### config.mk
export PLATFORM = sky130hd
export DESIGN_NAME = ahb_lite_slave_mem_flat
export DESIGN_NICKNAME = d
export VERILOG_FILES = /design/src/rtl/ahb_lite_slave_mem_if.sv /design/src/rtl/ahb_lite_slave_mem.sv /design/src/flat_wrapper.sv
export SDC_FILE = /design/constraint.sdc
export NUM_CORES = 1
export LEC_CHECK = 0
export ABC_AREA = 1
export CAP_MARGIN = 40
export CORE_UTILIZATION = 40
export DETAILED_ROUTE_END_ITERATION = 6
export GPL_ROUTABILITY_DRIVEN = 0
export SLEW_MARGIN = 15
export SYNTH_ARGS = -nofsm -noshare
export SYNTH_HDL_FRONTEND = slang
export SYNTH_SLANG_ARGS = --single-unit
### constraint.sdc
create_clock -name hclk -period 50.4 [get_ports hclk]
set_input_delay 10.08 -clock hclk [delete_from_list [all_inputs] [get_ports hclk]]
set_output_delay 10.08 -clock hclk [all_outputs]
set_load 0.005 [all_outputs]
### src/rtl/ahb_lite_slave_mem_if.sv
// AHB-Lite bus bundle between a master (or decoder/mux) and one slave.
// hready is the muxed bus-level ready, so it is driven from the master side.
interface ahb_lite_slave_mem_if #(
  parameter int ADDR_W = 32
);
  logic              hsel;
  logic [ADDR_W-1:0] haddr;
  logic [1:0]        htrans;
  logic              hwrite;
  logic [2:0]        hsize;
  logic [31:0]       hwdata;
  logic              hready;
  logic              hreadyout;
  logic              hresp;
  logic [31:0]       hrdata;

  modport master (
    output hsel, haddr, htrans, hwrite, hsize, hwdata, hready,
    input  hreadyout, hresp, hrdata
  );

  modport slave (
    input  hsel, haddr, htrans, hwrite, hsize, hwdata, hready,
    output hreadyout, hresp, hrdata
  );
endinterface

### src/rtl/ahb_lite_slave_mem.sv
// AHB-Lite responder backed by a small word memory, with configurable wait
// states before OKAY completions and a two-cycle ERROR response.
module ahb_lite_slave_mem #(
  parameter int DEPTH       = 16,
  parameter int WAIT_STATES = 1,
  parameter int ADDR_W      = 32
) (
  input logic              hclk,
  input logic              hreset,
  ahb_lite_slave_mem_if.slave bus
);

  typedef enum logic [2:0] {
    S_IDLE,
    S_WAIT,
    S_LAST,
    S_ERR1,
    S_ERR2
  } state_t;

  localparam int                IDX_W      = (DEPTH > 1) ? $clog2(DEPTH) : 1;
  localparam logic [ADDR_W-1:0] ADDR_LIMIT = ADDR_W'(DEPTH * 4);
  localparam logic [3:0]        CNT_INIT   = 4'((WAIT_STATES > 0) ? WAIT_STATES - 1 : 0);
  localparam bit                NO_WAIT    = (WAIT_STATES == 0);

  state_t            state_q;
  state_t            state_d;
  logic [3:0]        cnt_q;
  logic [IDX_W-1:0]  idx_q;
  logic [3:0]        lane_q;
  logic              wr_q;
  logic [31:0]       mem [DEPTH];
  logic              open_slot;
  logic              sample;
  logic              sample_err;
  logic              unused_htrans;

  function automatic logic xfer_error(input logic [ADDR_W-1:0] addr,
                                      input logic [2:0]        size);
    logic err;
    err = (size > 3'd2) || (addr >= ADDR_LIMIT);
    if (size == 3'd1 && addr[0])
      err = 1'b1;
    if (size == 3'd2 && addr[1:0] != 2'b00)
      err = 1'b1;
    return err;
  endfunction

  function automatic logic [3:0] lane_mask(input logic [1:0] addr_lo,
                                           input logic [2:0] size);
    logic [3:0] mask;
    case (size)
      3'd0:    mask = 4'b0001 << addr_lo;
      3'd1:    mask = addr_lo[1] ? 4'b1100 : 4'b0011;
      default: mask = 4'b1111;
    endcase
    return mask;
  endfunction

  assign unused_htrans = bus.htrans[0];

  // A new address phase can only be taken while this slave is showing ready.
  assign open_slot  = (state_q == S_IDLE) || (state_q == S_LAST) || (state_q == S_ERR2);
  assign sample     = open_slot && bus.hsel && bus.hready && bus.htrans[1];
  assign sample_err = xfer_error(bus.haddr, bus.hsize);

  always_ff @(posedge hclk or posedge hreset) begin
    if (hreset)
      state_q <= S_IDLE;
    else
      state_q <= state_d;
  end

  always_comb begin
    state_d = state_q;
    case (state_q)
      S_WAIT:  if (cnt_q == 4'd0) state_d = S_LAST;
      S_ERR1:  state_d = S_ERR2;
      default: state_d = S_IDLE;
    endcase
    if (sample) begin
      if (sample_err)
        state_d = S_ERR1;
      else if (NO_WAIT)
        state_d = S_LAST;
      else
        state_d = S_WAIT;
    end
  end

  always_ff @(posedge hclk or posedge hreset) begin
    if (hreset)
      cnt_q <= 4'd0;
    else if (sample)
      cnt_q <= CNT_INIT;
    else if (state_q == S_WAIT && cnt_q != 4'd0)
      cnt_q <= cnt_q - 4'd1;
  end

  // Address-phase capture; the lane mask is resolved here so the data phase
  // only has to apply it.
  always_ff @(posedge hclk or posedge hreset) begin
    if (hreset) begin
      wr_q <= 1'b0;
    end else if (sample) begin
      wr_q <= bus.hwrite;
    end
  end

  always_ff @(posedge hclk) begin
    if (sample) begin
      idx_q  <= bus.haddr[IDX_W+1:2];
      lane_q <= lane_mask(bus.haddr[1:0], bus.hsize);
    end
  end

  // Writes commit at the closing edge of LAST; errored writes never get here.
  always_ff @(posedge hclk or posedge hreset) begin
    if (hreset) begin
      for (int i = 0; i < DEPTH; i++)
        mem[i] <= 32'h0;
    end else if (state_q == S_LAST && wr_q) begin
      for (int b = 0; b < 4; b++)
        if (lane_q[b])
          mem[idx_q][8*b +: 8] <= bus.hwdata[8*b +: 8];
    end
  end

  assign bus.hreadyout = !((state_q == S_WAIT) || (state_q == S_ERR1));
  assign bus.hresp     = (state_q == S_ERR1) || (state_q == S_ERR2);

  always_comb begin
    bus.hrdata = 32'h0;
    if (state_q == S_LAST && !wr_q)
      bus.hrdata = mem[idx_q];
  end

endmodule

### src/flat_wrapper.sv
// flat-port wrapper written by rule: the top's interface ports become plain ports
module ahb_lite_slave_mem_flat 
#(
  parameter int DEPTH       = 16,
  parameter int WAIT_STATES = 1,
  parameter int ADDR_W      = 32
)
  (hclk, hreset, bus_hsel, bus_haddr, bus_htrans, bus_hwrite, bus_hsize, bus_hwdata, bus_hready, bus_hreadyout, bus_hresp, bus_hrdata);
  ahb_lite_slave_mem_if #(.ADDR_W(ADDR_W)) bus_i ();
  input logic hclk;
  input logic hreset;
  input wire logic [$bits(bus_i.hsel)-1:0] bus_hsel;
  input wire logic [$bits(bus_i.haddr)-1:0] bus_haddr;
  input wire logic [$bits(bus_i.htrans)-1:0] bus_htrans;
  input wire logic [$bits(bus_i.hwrite)-1:0] bus_hwrite;
  input wire logic [$bits(bus_i.hsize)-1:0] bus_hsize;
  input wire logic [$bits(bus_i.hwdata)-1:0] bus_hwdata;
  input wire logic [$bits(bus_i.hready)-1:0] bus_hready;
  output wire logic [$bits(bus_i.hreadyout)-1:0] bus_hreadyout;
  output wire logic [$bits(bus_i.hresp)-1:0] bus_hresp;
  output wire logic [$bits(bus_i.hrdata)-1:0] bus_hrdata;
  assign bus_i.hsel = bus_hsel;
  assign bus_i.haddr = bus_haddr;
  assign bus_i.htrans = bus_htrans;
  assign bus_i.hwrite = bus_hwrite;
  assign bus_i.hsize = bus_hsize;
  assign bus_i.hwdata = bus_hwdata;
  assign bus_i.hready = bus_hready;
  assign bus_hreadyout = bus_i.hreadyout;
  assign bus_hresp = bus_i.hresp;
  assign bus_hrdata = bus_i.hrdata;
  ahb_lite_slave_mem #(.DEPTH(DEPTH), .WAIT_STATES(WAIT_STATES), .ADDR_W(ADDR_W)) u_core (.hclk(hclk), .hreset(hreset), .bus(bus_i));
endmodule
==> After elaboration in Yosys (flattened, before gate mapping) <==
Cells that the tools add are included.
{ "classes": {"n_mul": 0, "n_reduce_logical": 22, "bitwise_logic": 1, "div_mod_pow": 0, "shift": 1, "add_sub_neg": 1, "mux": 33, "magnitude_cmp": 4, "eq_ne": 7} }
{ "op_table": {"columns": ["cell", "n"], "rows": [
  ["$mux W512", 7],
  ["$bwmux W512", 4],
  ["$demux W32 S4", 4],
  ["$bmux W32 S4", 1],
  ["$mux W32", 4],
  ["$ge A32 B7 Y1 const B", 1],
  ["$mux W24", 1],
  ["$mux W16", 1],
  ["$mux W4", 3],
  ["$eq A3 B2 Y1 const B", 3],
  ["$logic_and A1 B1 Y1", 9],
  ["$mux W8", 1],
  ["$pmux W4 S2", 1],
  ["$eq A3 B1 Y1 const B", 2],
  ["$logic_not A3 Y1", 2],
  ["$mux W3", 2],
  ["$pmux W3 S2", 1],
  ["$ge A5 B5 Y1 const B", 1],
  ["$logic_or A1 B1 Y1", 5],
  ["$lt A5 B1 Y1 const B", 1],
  ["$not A4 Y5", 1],
  ["$logic_not A4 Y1", 1],
  ["$reduce_bool A2 Y1", 2],
  ["$reduce_bool A4 Y1", 1],
  ["other kinds (8)", 10]
]} }
{ "totals": {"out_inout_bits": 34, "ramBits": 0, "word_cells": 90, "register_bits": 528, "in_bits": 74, "latchBits": 0, "memories": 0, "romBits": 0} }

==> Logic depth before layout (Yosys ltp) <==
{ "depth": {"depth_word": 16, "depth_mapped": 12, "mapped_depth_nobuf": 9} }

==> Worst setup path before layout <==
No wires, ideal clock.
{ "synth_timing": {"path_kind": "register to output", "start": "register u_core.idx_q[0]", "end": "output bus_hrdata[24]", "path_slack_ps": 38849, "arrival_time_ps": 1471, "n_path_buf": 3, "required_time_ps": 40320, "path_stages_with_launch": 13, "cell_sequence": "edfxtp_1 > buf_2 > inv_2 > buf_2 > clkbuf_1 > nand2_1 > nand2_1 > nand2_1 > nand2_1 > nand2_1 > nand2_1 > nor2_1 > nor2_1"} }
{ "synth_between": {"elab_chain_len": 5} }
{ "synth_rtl": {"columns": ["item", "line_no", "source"], "rows": [
  ["start, declared", "ahb_lite_slave_mem.sv:29", "logic [IDX_W-1:0] idx_q;"],
  ["start signal, assigned", "ahb_lite_slave_mem.sv:112", "idx_q <= bus.haddr[IDX_W+1:2];"],
  ["$not A4 Y5 (implied by the code)", "ahb_lite_slave_mem.sv:135", "bus.hrdata = mem[idx_q];"],
  ["$bmux W32 S4", "ahb_lite_slave_mem.sv:135", null],
  ["$mux W32 (implied by the code) (2 in series)", "ahb_lite_slave_mem.sv:135", null],
  ["$mux W32", "ahb_lite_slave_mem.sv:134", "if (state_q == S_LAST && !wr_q)"],
  ["end, declared", "flat_wrapper.sv:21", "output wire logic [$bits(bus_i.hrdata)-1:0] bus_hrdata;"]
]} }
No other way between the ends. The select of a mux whose other input is x is not followed.

==> Final worst setup path <==
{ "layout_timing": {"start": "register u_core.idx_q[0]", "end": "output bus_hrdata[17]"} }
The elaborated chain is that of the path after synthesis.

==> reports/qor.yml <==
status: "completed"
worstSkewPairLatency_ns: 0.60
synth.most_common_cell: "nand2_1"
cts-root-buf: "clkbuf_16"
hp-start: "u_core.mem[94]"
ys_types: 25
power_uw: 1000
synth_top_area_share_pct: 51.3
yosys.area.top_type: "dfrtp_1"
hold_viol: 0
holdPathEnd: "u_core.mem[94]"
synth_edf_count: 8
synth_area_leaders: "dfrtp_1, nand2_1, o21ai_0"
period_needed_ns: 14.18
ant_nets: 0
maxSlewViolCount: 0
synthTopCellsByCount: "nand2_1, dfrtp_1, o21ai_0"
vias: 21000
clock_path_buffers: 3
antenna_found_initial: 0
fillers: 6331
syn_area_mm2: 0.0254
cts.sinks: 528
path_class: "flop to output port"
grt_usage_pct: 22.1
tightestPinTransition_ns: 0.953
worst_r2r_path_depth: 9
r2r_setup_slack_ns: 46.43
synthArstFlopShare_pct: 98.5
cts_tree: "built"
ys_warn_count: 0
syn-num-nets: 3444
design_area_mm2: 0.0287
rsz0062_at_grt: "no"
worstPathArrival_ns: 4.10
synth-seq-cells: 528
regArea_mm2: 0.0133
area_growth_pct: 13.2
start_kind: "flop"
r2r-start: "u_core.idx_q[1]"
min_period_over_period_pct: 28.1
start_util_pct: 40.8
cts_buffers: 56
rr_endpoint: "u_core.mem[452]"
vdd_ir_drop_max_mv: 0.0284
vias_per_cell: 4.94
nets: 3439
yosysSeqAreaShare_pct: 52.2
cts_resized: 0
critPathCaptureType: "output port"
antennaDiodeCount: 0
drt_wl_total_um: 69100
holdBufCountCts: 0
max-slew-margin-rel_pct: 36.4
maxCapViolations: 0
grt_max_degree: 174
hold_depth: 2
drive_gt1_share_pct: 5.26
finalClockSkew_ns: 0.0138
p_leak_uw: 0.0159
multi_input_area_mm2: 0.0108
grt_pass1_vias: 19700
synth_cells: 3369
path_max_fanout: 173
postCtsSetupRepairBufs: 0
overflow: 0
io_pins: 108
die_area_mm2: 0.0645
syn_area_per_cell_um2: 7.54
hp-class: "flop to flop"
ys.flop_type: "dfrtp_1"
wire_per_inst_um: 16.3
core_mm2: 0.0622
postPlaceCellArea_mm2: 0.0268
crit_start: "u_core.idx_q[0]"
drc: 0
crit_required_ns: 40.32
initialDrtViolationCount: 1824
fin_tns_setup_ns: 0
die_x_um: 254
h-tree-depth: 2
rows: 91
grt_first_pass_wirelength_um: 111000
setup_viol: 0
max_freq_mhz: 70.5
die_y_um: 254
hpwl_um: 42400
cellPowerDensity_mw_per_mm2: 35.0
cts.clk_slew.worst_paths_ns: 0.06
port_buffers: 106
firstDrtPassIters: 6
[flip-flops by register name, indices dropped and copies added (netlist names)]
signal          count
u_core.mem        512
u_core.cnt_q        4
u_core.wr_q         1
u_core.lane_q       4
u_core.state_q      3
u_core.idx_q        4
[critical path, cell delays in order, from the launching register on]
cell	delay (ns)
edfxtp_1	0.37
buf_12	0.62
inv_8	0.41
buf_4	0.37
buf_16	0.25
nand2_1	0.10
nand2_1	0.05
nand2_1	0.05
nand2_1	0.05
nand2_1	0.05
nand2_1	0.08
nor2_1	0.42
nor2_1	0.08
clkdlybuf4s50_1	0.49
[metrics by stage]
stage          utilization, %  worst slack (ns)  hold WS, ns  cells
2_1_floorplan               -             25.79        0.453   3369
3_3_place_gp             42.7             36.63        0.465   4129
3_5_place_dp             43.2             36.78        0.473   4140
4_1_cts                  46.1             36.14        0.487   4240
5_1_grt                  46.2             35.91        0.496   4243
6_report                 46.2             36.22        0.481   4243
[layout make-up]
type                    count  area share (%)
clock buffers              90            5.95
repair buffers            137            5.46
multi-input cells        2586            37.7
flip-flops and latches    528            46.1
well taps                 837            3.64
inverters                  55           0.780
clock inverters            10           0.361
[cells in the final DEF, fill, tap and decap left out, drive strengths merged]
| master | synthesis | final |
|---|---|---|
| a21oi | 1 | 1 |
| buf | 77 | 31 |
| bufinv | 0 | 2 |
| clkbuf | 123 | 90 |
| clkdlybuf4s50 | 0 | 106 |
| clkinv | 0 | 8 |
| dfrtp | 520 | 520 |
| edfxtp | 8 | 8 |
| ha | 1 | 1 |
| inv | 55 | 55 |
| nand2 | 1942 | 1942 |
| nand3 | 4 | 4 |
| nand4 | 3 | 3 |
| nor2 | 106 | 106 |
| nor3 | 5 | 5 |
| o21ai | 522 | 522 |
| o21bai | 1 | 1 |
| o22ai | 1 | 1 |
[worst max-delay path by stage]
| stage | to | slack (ns) |
|---|---|---|
| final | bus_hrdata[17] | 36.22 |
| after floorplan | u_core.cnt_q[0] | 25.79 |
| after detailed placement | bus_hrdata[6] | 36.78 |
| after global placement | bus_hrdata[6] | 36.63 |
| after CTS | bus_hrdata[4] | 36.14 |
| after global routing | bus_hrdata[4] | 35.91 |
[layer usage]
metal  vias to the layer above  GRT usage [%]  routed length [um]
met2                       436           34.4               30800
met1                      9906           31.8               33300
met5                         -              0                   0
met4                         0           6.56                1690
met3                       100           3.09                3310
li1                      10500              -                   -
[power breakdown]
part	leakage, uW	internal (uW)	switching, uW
clock	0.000897	240	171
sequential	0.00496	466	21.0
combinational	0.0100	41.9	65.2
[cell families after synthesis]
logic type	count (synthesis)	share of synthesized area, %
buf+inv	255	5.20
compound gates	525	10.4
simple gates	2060	32.2
fa+ha+maj	1	0.0493
flops	528	52.2
(Power assumes the default switching activity.)
